==> src/rtl/opcodes.sv <==
// Shared VeriRISC types: opcodes, instruction-cycle phases, run modes and
// the bundle of datapath strobes produced by the sequencer.
package opcodes;

   typedef enum logic [2:0] {
      HLT = 3'd0,
      SKZ = 3'd1,
      ADD = 3'd2,
      AND = 3'd3,
      XOR = 3'd4,
      LDA = 3'd5,
      STO = 3'd6,
      JMP = 3'd7
   } opcode_t;

   typedef enum logic [2:0] {
      INST_ADDR  = 3'd0,
      INST_FETCH = 3'd1,
      INST_LOAD  = 3'd2,
      IDLE       = 3'd3,
      OP_ADDR    = 3'd4,
      OP_FETCH   = 3'd5,
      ALU_OP     = 3'd6,
      STORE      = 3'd7
   } phase_t;

   typedef enum logic [1:0] {
      HALTED   = 2'd0,
      RUNNING  = 2'd1,
      STEPPING = 2'd2
   } run_mode_t;

   typedef struct packed {
      logic sel;
      logic mem_rd;
      logic data_e;
      logic load_ir;
      logic inc_pc;
      logic load_pc;
      logic load_ac;
      logic mem_wr;
      logic instr_done;
   } strobes_t;

   localparam int CNT_W = 4;

   // Opcodes that read an operand from memory into the accumulator path.
   function automatic logic is_aluop(opcode_t op);
      return (op == ADD) || (op == AND) || (op == XOR) || (op == LDA);
   endfunction

endpackage

==> src/rtl/cpu_phase_decode.sv <==
// Combinational strobe table: maps the current phase and opcode to datapath
// enables. Pulse strobes are qualified by last_cycle of the phase.
module cpu_phase_decode
   import opcodes::*;
(
   input  phase_t   phase,
   input  opcode_t  opcode,
   input  logic     zero,
   input  logic     last_cycle,
   output strobes_t strobes
);

   logic alu;
   logic is_skz;
   logic is_jmp;
   logic is_sto;

   assign alu    = is_aluop(opcode);
   assign is_skz = (opcode == SKZ);
   assign is_jmp = (opcode == JMP);
   assign is_sto = (opcode == STO);

   always_comb begin
      strobes = '0;
      case (phase)
         INST_ADDR: begin
            strobes.sel = 1'b1;
         end
         INST_FETCH, IDLE: begin
            strobes.sel    = 1'b1;
            strobes.mem_rd = 1'b1;
         end
         INST_LOAD: begin
            strobes.sel     = 1'b1;
            strobes.mem_rd  = 1'b1;
            strobes.load_ir = last_cycle;
         end
         OP_ADDR: begin
            strobes.inc_pc = last_cycle;
         end
         OP_FETCH: begin
            strobes.mem_rd = alu;
         end
         ALU_OP: begin
            strobes.mem_rd  = alu;
            strobes.inc_pc  = last_cycle && is_skz && zero;
            strobes.load_pc = last_cycle && is_jmp;
            strobes.data_e  = is_sto;
         end
         STORE: begin
            strobes.mem_rd     = alu;
            strobes.load_ac    = last_cycle && alu;
            strobes.load_pc    = last_cycle && is_jmp;
            strobes.inc_pc     = last_cycle && is_jmp;
            strobes.data_e     = is_sto;
            strobes.mem_wr     = last_cycle && is_sto;
            strobes.instr_done = last_cycle;
         end
         default: strobes = '0;
      endcase
   end

endmodule

==> src/rtl/cpu_sequencer.sv <==
// Single-clock VeriRISC run-control sequencer: eight-phase instruction cycle,
// per-phase datapath strobes and debug run/step/halt control.
module cpu_sequencer
   import opcodes::*;
#(
   parameter int PHASE_CYCLES = 1,
   parameter bit START_HALTED = 1'b0
) (
   input  logic      clk,
   input  logic      rst,
   input  opcode_t   opcode,
   input  logic      zero,
   input  logic      run_req,
   input  logic      step_req,
   input  logic      halt_req,
   output logic      sel,
   output logic      mem_rd,
   output logic      data_e,
   output logic      load_ir,
   output logic      inc_pc,
   output logic      load_pc,
   output logic      load_ac,
   output logic      mem_wr,
   output logic      halt,
   output phase_t    phase,
   output logic      instr_done,
   output run_mode_t run_mode
);

   localparam run_mode_t RESET_MODE = START_HALTED ? HALTED : RUNNING;
   localparam logic [CNT_W-1:0] LAST_CNT = CNT_W'(PHASE_CYCLES - 1);

   run_mode_t         mode_q, mode_d;
   phase_t            phase_q, phase_d;
   logic [CNT_W-1:0]  cnt_q, cnt_d;
   logic              stop_q, stop_d;
   logic              last_cycle;
   logic              boundary;
   strobes_t          raw_strobes;
   strobes_t          strobes;

   assign last_cycle = (cnt_q == LAST_CNT);
   assign boundary   = (phase_q == STORE) && last_cycle;

   always_ff @(posedge clk) begin
      if (rst) begin
         mode_q  <= RESET_MODE;
         phase_q <= INST_ADDR;
         cnt_q   <= '0;
         stop_q  <= 1'b0;
      end else begin
         mode_q  <= mode_d;
         phase_q <= phase_d;
         cnt_q   <= cnt_d;
         stop_q  <= stop_d;
      end
   end

   always_comb begin
      mode_d  = mode_q;
      phase_d = phase_q;
      cnt_d   = cnt_q;
      stop_d  = stop_q;
      case (mode_q)
         HALTED: begin
            phase_d = INST_ADDR;
            cnt_d   = '0;
            stop_d  = 1'b0;
            // halt_req wins over both resume requests, step over run.
            if (!halt_req) begin
               if (step_req)     mode_d = STEPPING;
               else if (run_req) mode_d = RUNNING;
            end
         end
         RUNNING, STEPPING: begin
            if (halt_req || ((phase_q == OP_ADDR) && (opcode == HLT)))
               stop_d = 1'b1;
            if (last_cycle) begin
               cnt_d   = '0;
               phase_d = phase_t'(phase_q + 3'd1);
            end else begin
               cnt_d = cnt_q + 1'b1;
            end
            // Stops only take effect between instructions, never mid-way.
            if (boundary && (stop_d || (mode_q == STEPPING))) begin
               mode_d = HALTED;
               stop_d = 1'b0;
            end
         end
         default: mode_d = HALTED;
      endcase
   end

   cpu_phase_decode u_decode (
      .phase      (phase_q),
      .opcode     (opcode),
      .zero       (zero),
      .last_cycle (last_cycle),
      .strobes    (raw_strobes)
   );

   assign strobes    = (!rst && (mode_q != HALTED)) ? raw_strobes : '0;

   assign sel        = strobes.sel;
   assign mem_rd     = strobes.mem_rd;
   assign data_e     = strobes.data_e;
   assign load_ir    = strobes.load_ir;
   assign inc_pc     = strobes.inc_pc;
   assign load_pc    = strobes.load_pc;
   assign load_ac    = strobes.load_ac;
   assign mem_wr     = strobes.mem_wr;
   assign instr_done = strobes.instr_done;
   assign halt       = (mode_q == HALTED);
   assign phase      = phase_q;
   assign run_mode   = mode_q;

endmodule

==> config.mk <==
export PLATFORM = sky130hd
export DESIGN_NAME = cpu_sequencer
export DESIGN_NICKNAME = d
export VERILOG_FILES = /design/src/rtl/opcodes.sv /design/src/rtl/cpu_phase_decode.sv /design/src/rtl/cpu_sequencer.sv
export SDC_FILE = /design/constraint.sdc
export NUM_CORES = 1
export LEC_CHECK = 0
export BUFFER_PORTS_ARGS = -buffer_cell sky130_fd_sc_hd__buf_2
export CAP_MARGIN = 15
export CORE_MARGIN = 2
export CORE_UTILIZATION = 45
export CTS_CLUSTER_DIAMETER = 100
export DETAILED_ROUTE_END_ITERATION = 16
export PLACE_DENSITY_LB_ADDON = 0.12
export SLEW_MARGIN = 20
export SYNTH_ARGS = -nofsm -noshare
export SYNTH_HDL_FRONTEND = slang
export SYNTH_SLANG_ARGS = --single-unit
==> constraint.sdc <==
create_clock -name clk -period 1.6 [get_ports clk]
set_input_delay 0.08 -clock clk [delete_from_list [all_inputs] [get_ports clk]]
set_output_delay 0.08 -clock clk [all_outputs]
set_load 0.005 [all_outputs]
==> flow_metrics.py <==
metrics = {
    "global_routing": {
        "grt_pass1_vias": 739,
        "grt_overflow": 0,
        "grt_usage_pct": 20.3,
        "grt_pass1_wl_mm": 3.19,
        "antenna_found_initial": 0,
        "grt_max_degree": 15,
    },
    "placed_design": {
        "place_hpwl_mm": 1.44,
        "placed_cells": 151,
        "post-place-ws_ns": 0.0642,
        "gp_congestion": 0.757,
        "numPortBuffers": 23,
        "dpl-instance-area_um2": 998,
    },
    "finish": {
        "utilization_pct": 73.4,
        "fin_area_um2": 1270,
        "layout_commonest_cell": "buf_2",
        "fillCellCount": 135,
        "syn2layout_area_growth_pct": 52.8,
        "layout-drive-gt1-share_pct": 53.7,
        "layout.nets": 157,
        "fin_cells": 161,
        "final_cell_mix": "buf_2, buf_4, nor2_1",
        "antennaDiodeCount": 0,
    },
    "route": {
        "via_per_inst": 5.13,
        "first_iter_violations": 5,
        "num_vias": 826,
        "ant_nets": 0,
        "firstDrtPassIters": 4,
        "finalWirelength_mm": 2.13,
        "drc": 0,
        "post_drt_wl_per_cell_um": 13.2,
    },
    "sta": {
        "finalCritPeriodShare_pct": 105,
        "fin_ws_ns": -0.0810,
        "timing.setup.tns_ns": -0.123,
        "max_freq_mhz": 595,
        "grt_setup_unrepaired": "true",
        "hold_viol": 0,
        "finalSetupViolations": 2,
        "slew_viol_final": 0,
        "worst_slew_pin_slew_ns": 0.344,
        "fin_worst_skew_ns": 0.00460,
        "slew_headroom_pct": 77.0,
        "period_minus_slack_ns": 1.68,
        "holdWs_ns": 0.115,
    },
    "run_status": {
        "status": "finished, violations left",
        "violations": "negative setup slack",
    },
    "synthesis": {
        "ys_types": 32,
        "synth_area_um2": 830,
        "ys_seq_area_share_pct": 24.1,
        "synth_nets": 119,
        "yosys_warnings": 0,
        "synth-seq-cells": 10,
        "syn-mean-instance-area_um2": 8.38,
        "syn_inst": 99,
    },
    "power_and_ir_drop": {
        "power.leakage_nw": 0.588,
        "power_density_nw_per_um2": 872,
        "vdd_ir_drop_max_uv": 595,
        "power_mw": 1.11,
    },
    "cts": {
        "insertion_delay_ns": 0.26,
        "root_buffer": "clkbuf_4",
        "cts.sinks": 10,
        "cts_made_buffers": 3,
        "cts_buffer_depth": 2,
        "cts_max_level": 1,
        "tritoncts": "done",
        "clkTransAtPathRegs_ns": 0.06,
    },
    "worst_setup_path": {
        "critPathKind": "reg2out",
        "rrSetupSlack_ns": 0.06,
        "r2r-start": "phase[0]",
        "cp.required_ns": 1.52,
        "cp_common_cell": "ha_4",
        "crit_path_max_incr_delay_ns": 0.35,
        "timing.rr.end": "run_mode[0]",
        "reg2reg_depth": 6,
        "critical_path_peak_fanout": 2,
        "crit_end": "inc_pc",
        "slowest_stage": "dfxtp_4",
        "cp_cell_sequence": "ha_4 -> ha_4 -> and3_4 -> a31o_4 -> a31oi_4 -> nor3_2 -> buf_2",
        "worstPathArrival_ns": 1.60,
        "crit_start": "phase[1]",
        "critPathLaunchType": "register",
        "end_kind": "output pin",
    },
    "min_path": {
        "holdPathStages": 3,
        "min_path_type": "in2reg",
    },
    "floorplan": {
        "pin_count": 24,
        "start_util_pct": 48.0,
        "core_um2": 1730,
        "die_h_um": 46.9,
        "rows": 15,
        "fp.dieArea_um2": 2200,
        "dieWidth_um": 46.9,
    },
    "job": {
        "max_cap_viol_count": 0,
    },
}
[where the power goes]
group	switching (mW)	internal, mW
Clock	0.0872	0.138
Combinational	0.273	0.277
Sequential	0.0377	0.292
[how the worst min path moves through the flow]
| stage | end | from |
|---|---|---|
| after floorplan | data_e | opcode[0] |
| after global placement | run_mode[1] | step_req |
| after detailed placement | run_mode[1] | step_req |
| after CTS | run_mode[1] | step_req |
| after global routing | run_mode[1] | step_req |
| final | run_mode[1] | step_req |
[per-layer routing]
metal,track usage (%),vias up,wire length [um]
li1,-,417,-
met1,22.9,386,871
met2,38.9,21,1170
met3,2.31,2,70
met4,6.67,0,11
met5,0,-,0
[worst max-delay path, delay by kind of cell (launching register included)]
family,cells,cell delay [ns]
adder cells (fa/ha/maj),2,0.33
AND/OR/NAND/NOR,2,0.19
flip-flops,1,0.35
buffers and inverters,1,0.12
AO/OA/AOI/OAI,2,0.35
[synth_stat cells, drive strengths merged]
library cell,n,area share [%]
a211o,1,1.1
a21oi,6,3.6
a221oi,1,1.8
a2bb2oi,1,1.1
a31o,1,1.1
a31oi,1,0.75
a32oi,1,1.1
and3,1,0.75
buf,3,4.1
clkbuf,1,0.45
dfxtp,10,24
ha,11,17
inv,9,4.1
mux2i,4,4.8
nand2,7,3.2
nand3,4,2.4
nand3b,3,3.2
nand4b,1,1.1
nand4bb,1,1.4
nor2,12,5.4
nor2b,3,2.3
nor3,5,3.0
nor3b,4,5.6
nor4b,1,1.1
o21a,1,0.91
o21ai,2,1.2
o31a,1,1.1
or2b,1,0.91
xnor2,2,2.1
[logic make-up (layout without fill, tap and decap cells)]
family	count (synthesis)	count (layout)	share of synthesized area (%)
AOI/OAI and AO/OA	16	16	13.6
xor gates and xnor gates	2	2	2.11
and+or+nand+nor	43	43	30.2
DFF	10	10	24.1
adders and majority gates	11	11	16.6
muxes	4	4	4.83
buffers and inverters	13	50	8.60
[area by class of cell]
type / instances / area [um2] / share of cell area, %
Inverter: 9 / 33.8 / 2.67
Sequential cell: 10 / 209 / 16.5
Multi-Input combinational cell: 76 / 733 / 57.8
Timing Repair Buffer: 37 / 224 / 17.7
Clock buffer: 4 / 36.3 / 2.86
Tap cell: 25 / 31.3 / 2.47
[registers in the layout (all words and copies together), names as in the netlist]
register,cells
phase,3
cnt_q,4
stop_q,1
run_mode,2
[what timing repair did]
action	CTS	global route
setup buffers	3	3
resized for setup	18	21
pin swaps	7	8
hold buffers	0	0
endpoints found under the setup margin	8	15
(Power assumes the default switching activity.)
